File: config.mk
export PLATFORM = sky130hd
export DESIGN_NAME = uart_rx_fifo
export DESIGN_NICKNAME = d
export VERILOG_FILES = /design/src/rtl/uart_rx_fifo_pkg.sv /design/src/rtl/uart_rx_fifo_fifo.sv /design/src/rtl/uart_rx_fifo.sv
export SDC_FILE = /design/constraint.sdc
export NUM_CORES = 1
export LEC_CHECK = 0
export ABC_AREA = 1
export CORE_MARGIN = 1
export CORE_UTILIZATION = 30
export DETAILED_ROUTE_END_ITERATION = 8
export PLACE_DENSITY = 0.47
export SLEW_MARGIN = 20
export SYNTH_ARGS = -nofsm -noshare
export SYNTH_HDL_FRONTEND = slang
export SYNTH_SLANG_ARGS = --single-unit
File: constraint.sdc
create_clock -name clk -period 2.3 [get_ports clk]
set_input_delay 0.345 -clock clk [delete_from_list [all_inputs] [get_ports clk]]
set_output_delay 0.345 -clock clk [all_outputs]
set_load 0.005 [all_outputs]
File: src/rtl/uart_rx_fifo_pkg.sv
// Shared definitions for the UART receive path: FSM state encoding and bit-timing helpers.
// The transmitter imports the same package, so both sides agree on timing.
package uart_rx_fifo_pkg;

    localparam int unsigned DATA_BITS = 8;

    typedef enum logic [2:0] {
        ST_IDLE  = 3'd0,
        ST_START = 3'd1,
        ST_DATA  = 3'd2,
        ST_STOP  = 3'd3,
        ST_BREAK = 3'd4
    } rx_state_e;

    // Clocks per serial bit, truncated (434 for 50 MHz / 115200).
    function automatic int unsigned calc_bit_time(input int unsigned clock_freq,
                                                  input int unsigned baud_rate);
        return clock_freq / baud_rate;
    endfunction

    function automatic int unsigned calc_half(input int unsigned bit_time);
        return bit_time / 2;
    endfunction

endpackage

File: src/rtl/uart_rx_fifo_fifo.sv
// First-word fall-through FIFO holding received bytes; the head entry is shown
// combinationally, and a push into a full FIFO is dropped with a one-cycle overrun pulse.
module rx_fifo #(
    parameter int unsigned WIDTH = 8,
    parameter int unsigned DEPTH = 8
) (
    input  logic                     clk,
    input  logic                     rst,
    input  logic                     push,
    input  logic [WIDTH-1:0]         push_data,
    input  logic                     pop_req,
    output logic [WIDTH-1:0]         head,
    output logic                     valid,
    output logic [$clog2(DEPTH):0]   count,
    output logic                     overrun
);

    localparam int unsigned AW = $clog2(DEPTH);
    localparam int unsigned CW = AW + 1;

    logic [WIDTH-1:0] mem_q [DEPTH];
    logic [AW-1:0]    wr_ptr_q, wr_ptr_d;
    logic [AW-1:0]    rd_ptr_q, rd_ptr_d;
    logic [CW-1:0]    count_q, count_d;
    logic             overrun_q, overrun_d;
    logic             full, empty, do_push, do_pop;

    always_comb begin
        full      = (count_q == CW'(DEPTH));
        empty     = (count_q == '0);
        do_pop    = pop_req && !empty;
        // A pop in the same cycle frees the slot, so a full FIFO can still accept the byte.
        do_push   = push && (!full || do_pop);
        overrun_d = push && full && !do_pop;
        wr_ptr_d  = wr_ptr_q + AW'(do_push);
        rd_ptr_d  = rd_ptr_q + AW'(do_pop);
        count_d   = count_q + CW'(do_push) - CW'(do_pop);
    end

    always_ff @(posedge clk) begin
        if (rst) begin
            wr_ptr_q  <= '0;
            rd_ptr_q  <= '0;
            count_q   <= '0;
            overrun_q <= 1'b0;
        end else begin
            wr_ptr_q  <= wr_ptr_d;
            rd_ptr_q  <= rd_ptr_d;
            count_q   <= count_d;
            overrun_q <= overrun_d;
        end
    end

    // NOTE: storage is deliberately not reset; entries are only visible once counted, so reset costs logic for nothing.
    always_ff @(posedge clk) begin
        if (do_push) begin
            mem_q[wr_ptr_q] <= push_data;
        end
    end

    assign head    = empty ? '0 : mem_q[rd_ptr_q];
    assign valid   = !empty;
    assign count   = count_q;
    assign overrun = overrun_q;

endmodule

File: src/rtl/uart_rx_fifo.sv
// UART receiver: 2-flop synchronizer, mid-bit sampling FSM with glitch rejection and
// break handling, feeding received bytes into an rx_fifo.
module uart_rx_fifo
    import uart_rx_fifo_pkg::*;
#(
    parameter int unsigned CLOCK_FREQ = 50_000_000,
    parameter int unsigned BAUD_RATE  = 115_200,
    parameter int unsigned DEPTH      = 8
) (
    input  logic                     clk,
    input  logic                     rst,
    input  logic                     serial_in,
    output logic [7:0]               data_out,
    output logic                     data_out_valid,
    input  logic                     data_out_ready,
    output logic [$clog2(DEPTH):0]   count,
    output logic                     overrun,
    output logic                     framing_error
);

    localparam int unsigned BIT_TIME = calc_bit_time(CLOCK_FREQ, BAUD_RATE);
    localparam int unsigned HALF     = calc_half(BIT_TIME);
    localparam int unsigned TW       = (BIT_TIME > 2) ? $clog2(BIT_TIME) : 1;
    localparam logic [TW-1:0] BIT_LAST  = TW'(BIT_TIME - 1);
    localparam logic [TW-1:0] HALF_LAST = TW'(HALF - 1);
    localparam logic [2:0]    IDX_LAST  = 3'(DATA_BITS - 1);

    logic [1:0]           sync_q, sync_d;
    rx_state_e            state_q, state_d;
    logic [TW-1:0]        timer_q, timer_d;
    logic [2:0]           bit_idx_q, bit_idx_d;
    logic [DATA_BITS-1:0] shift_q, shift_d;
    logic                 framing_error_q, framing_error_d;
    logic                 push;
    logic                 rx;

    assign rx     = sync_q[1];
    assign sync_d = {sync_q[0], serial_in};

    // NOTE: every signal assigned here gets a default first, so no path can infer a latch.
    always_comb begin
        state_d         = state_q;
        timer_d         = timer_q;
        bit_idx_d       = bit_idx_q;
        shift_d         = shift_q;
        framing_error_d = 1'b0;
        push            = 1'b0;

        unique case (state_q)
            ST_IDLE: begin
                timer_d   = '0;
                bit_idx_d = '0;
                if (!rx) state_d = ST_START;
            end
            ST_START: begin
                // Re-check mid start bit so a short low glitch is ignored.
                if (timer_q == HALF_LAST) begin
                    timer_d = '0;
                    state_d = rx ? ST_IDLE : ST_DATA;
                end else begin
                    timer_d = timer_q + TW'(1);
                end
            end
            ST_DATA: begin
                if (timer_q == BIT_LAST) begin
                    timer_d = '0;
                    shift_d = {rx, shift_q[DATA_BITS-1:1]};
                    if (bit_idx_q == IDX_LAST) begin
                        state_d = ST_STOP;
                    end else begin
                        bit_idx_d = bit_idx_q + 3'd1;
                    end
                end else begin
                    timer_d = timer_q + TW'(1);
                end
            end
            ST_STOP: begin
                if (timer_q == BIT_LAST) begin
                    timer_d = '0;
                    if (rx) begin
                        push    = 1'b1;
                        state_d = ST_IDLE;
                    end else begin
                        framing_error_d = 1'b1;
                        state_d         = ST_BREAK;
                    end
                end else begin
                    timer_d = timer_q + TW'(1);
                end
            end
            ST_BREAK: begin
                timer_d = '0;
                if (rx) state_d = ST_IDLE;
            end
            default: begin
                state_d = ST_IDLE;
                timer_d = '0;
            end
        endcase
    end

    // NOTE: state registers use non-blocking assignments so every flop samples pre-edge values.
    always_ff @(posedge clk) begin
        if (rst) begin
            sync_q          <= 2'b11;
            state_q         <= ST_IDLE;
            timer_q         <= '0;
            bit_idx_q       <= '0;
            shift_q         <= '0;
            framing_error_q <= 1'b0;
        end else begin
            sync_q          <= sync_d;
            state_q         <= state_d;
            timer_q         <= timer_d;
            bit_idx_q       <= bit_idx_d;
            shift_q         <= shift_d;
            framing_error_q <= framing_error_d;
        end
    end

    rx_fifo #(
        .WIDTH (DATA_BITS),
        .DEPTH (DEPTH)
    ) u_fifo (
        .clk       (clk),
        .rst       (rst),
        .push      (push),
        .push_data (shift_q),
        .pop_req   (data_out_ready),
        .head      (data_out),
        .valid     (data_out_valid),
        .count     (count),
        .overrun   (overrun)
    );

    assign framing_error = framing_error_q;

endmodule

==> metrics <==
outcome=completed; Syn Inst Count=428; Critical Path Source Type=register; clk slew on worst S/H paths=0.07 ns; Hold Crit Start=sync_q[0]; #FFs+latches synth=101; CP Capture Type=register; ant diodes=0; Core Region=13990 um^2; port bufs=18; Power Total=5.410 mW; GRT Residual Overflow=0; CTS Root Cell=clkbuf_16; worst flop-to-flop path startpoint=u_fifo.count[2]; ANT nets after route=0; Slew Viols, Final=0; dominant cell type by area after synthesis=edfxtp_1; Post-synth EDFFs=64; top-count cell post-synth=nor2_1; Die ar.=14890 um^2; syn nets=448; r2r setup slk=0.19 ns; syn_area_per_cell=10.10 um^2; clk buf depth=2; Cell variety after synth=34; Critical path origin=u_fifo.count[2]; Post-synth top cells=98 x nor2_1, 64 x edfxtp_1, 43 x nand2_1, 40 x inv_1, 39 x o21ai_0; total track usage=12.93%; CP max FO=3; Hold EP=sync_q[1]; DR WL/cell=13.23 um; worst reg2reg endpoint=u_fifo.count[2]; vias in the first global route=2903; Final Cycle Share=91.72%; GP Congestion=0.7411; Hold Crit Depth=1; max_cap viols=0; Boundary Pins=19; layout cells sized above 1=13.19%; Ys Warns=0; Slew Limit Headroom=71.46%; CTS buffer count=9; CTS Sinks=101; Iter 0 DRT Violations=158; Worst Max-Slew Pin Slew=0.4275 ns; Nets=485; number of core rows=43; Non-Filler Instances=650; share of the synthesized area in the top cell type=44.47%; Netlist Area Pre-Place=4322 um^2; sequential share of the synthesized area=61.61%; post-detail-place hpwl=6069 um; post-route minimum period=2.109 ns; Worst Path Required=2.54 ns; Area Growth Syn to Fin=20.82%; Crit Path Class=register to register; Area contributors post-synth=edfxtp_1 44%, dfxtp_1 17%, nor2_1 8.5%; die height=122.0 um; DR pass1 iterations=4; Synth Flop Type=edfxtp_1; final setup vio count=0; CTS H-tree lvls=3; Post-CTS Hold Buffers=0; Worst Hold Class=register to register; Initial Utilization=30.89%; DRT Wirelength=8602 um; DIE WIDTH=122.0 um; hold slack=0.4173 ns; placed cell count=633; asr flop ratio synth=0%; Fin. Hold Viols=0; unrepaired setup endpoints after global routing=no; via count=2900; Register-to-Register Path Depth=10; Max Clock Freq=0.4741 GHz; initial antenna violation count=0; Leak=2.158 nW; drc violations=0; Setup Skew=0.01092 ns; first-pass GRT wire length=14510 um; clk_lat worst skew=0.35 ns; P per Cell Area=1036 nW/um^2; critical path data arrival time=2.35 ns; pin count of the biggest net entering global routing=19; post-CTS setup buffers=0; vias per inst=4.462; peak supply drop=0.5138 mV; CTS tree=done
[cell type report]
cell class                 count  area, um^2
fill                        1386        8767
sequential                   101        2668
multi-input combinational    270        1450
timing repair buffer          40       409.1
clock buffer                   9       225.2
tap                          180       225.2
inverter                      43       163.9
clock inverter                 7       80.08
[metrics by stage]
step                      utilization, %  setup WS [ns]  instance area (um^2)  setup TNS, ns
final                              37.33         0.1905                  5221              0
after floorplan                        -         0.2545                  4322              0
after detailed placement           34.46       -0.08199                  4821        -0.1273
after global placement             34.46      -0.002484                  4821      -0.002484
after CTS                          37.17       0.001111                  5200              0
after global routing               37.33        0.04002                  5221              0
[timing repair]
| action | 4_1_cts | 5_1_grt |
|---|---|---|
| pin swaps | 1 | 2 |
| gates cloned | 1 | 0 |
| resized for setup | 20 | 10 |
| setup endpoints to repair | 8 | 6 |
[sequential cells by signal, indices dropped and copies added, names as in the netlist]
name             flops
sync_q               2
bit_idx_q            3
u_fifo.rd_ptr_q      3
timer_q              9
u_fifo.overrun       1
state_q              3
u_fifo.wr_ptr_q      3
u_fifo.mem_q        64
u_fifo.count         4
shift_q              8
framing_error        1
[power breakdown]
part           leakage [nW]  internal [mW]  total [mW]  switching [mW]
clock                 0.143          0.857        1.55           0.697
sequential             1.05           1.99        2.10           0.113
combinational         0.969          0.789        1.75           0.966
total                  2.16           3.63        5.41            1.78
[cell usage in the layout (no fill, tap or decap), drive strengths merged, types with 8 or more instances in the layout]
master	instances
nor2	99
edfxtp	64
nand2	46
inv	46
o21ai	41
dfxtp	37
buf	21
ha	15
a21oi	14
clkdlybuf4s50	10
nand3	10
clkbuf	9
o22ai	8
o211ai	8
[routing by layer]
metal  vias to the layer above  track usage, %  wire [um]
li1                       1512               -          -
met1                      1348           16.27       4194
met2                        29           20.87       4055
met3                        11           3.558        220
met4                         0           5.170        131
met5                         -               0          0
[worst max-delay path: stages (launching register included)]
cell and delay, ns:
dfxtp_1 0.34, inv_1 0.07, ha_1 0.26, a21boi_2 0.21
ha_1 0.26, inv_1 0.06, ha_1 0.17, inv_1 0.06
fa_1 0.37, xor2_1 0.14, nor2_1 0.05
[cells by family (layout without fill, tap and decap cells)]
| group | count (synthesis) | in the layout | share of synthesized area [%] |
|---|---|---|---|
| DFF | 101 | 101 | 61.61 |
| and+or+nand+nor | 174 | 174 | 17.37 |
| buffers and inverters | 57 | 99 | 5.211 |
| AOI/OAI and AO/OA | 74 | 74 | 9.786 |
| xor gates and xnor gates | 6 | 6 | 1.216 |
| adders and majority gates | 16 | 16 | 4.806 |
[worst max-delay path by stage]
stage | to | slack [ns]
global placement | u_fifo.count[2] | -0.002
finish | u_fifo.count[2] | 0.19
CTS | data_out[7] | 0.001
detailed placement | u_fifo.count[2] | -0.08
floorplan | u_fifo.count[2] | 0.25
global route | u_fifo.count[2] | 0.04
Note: power is estimated with default switching activity, not from simulation.
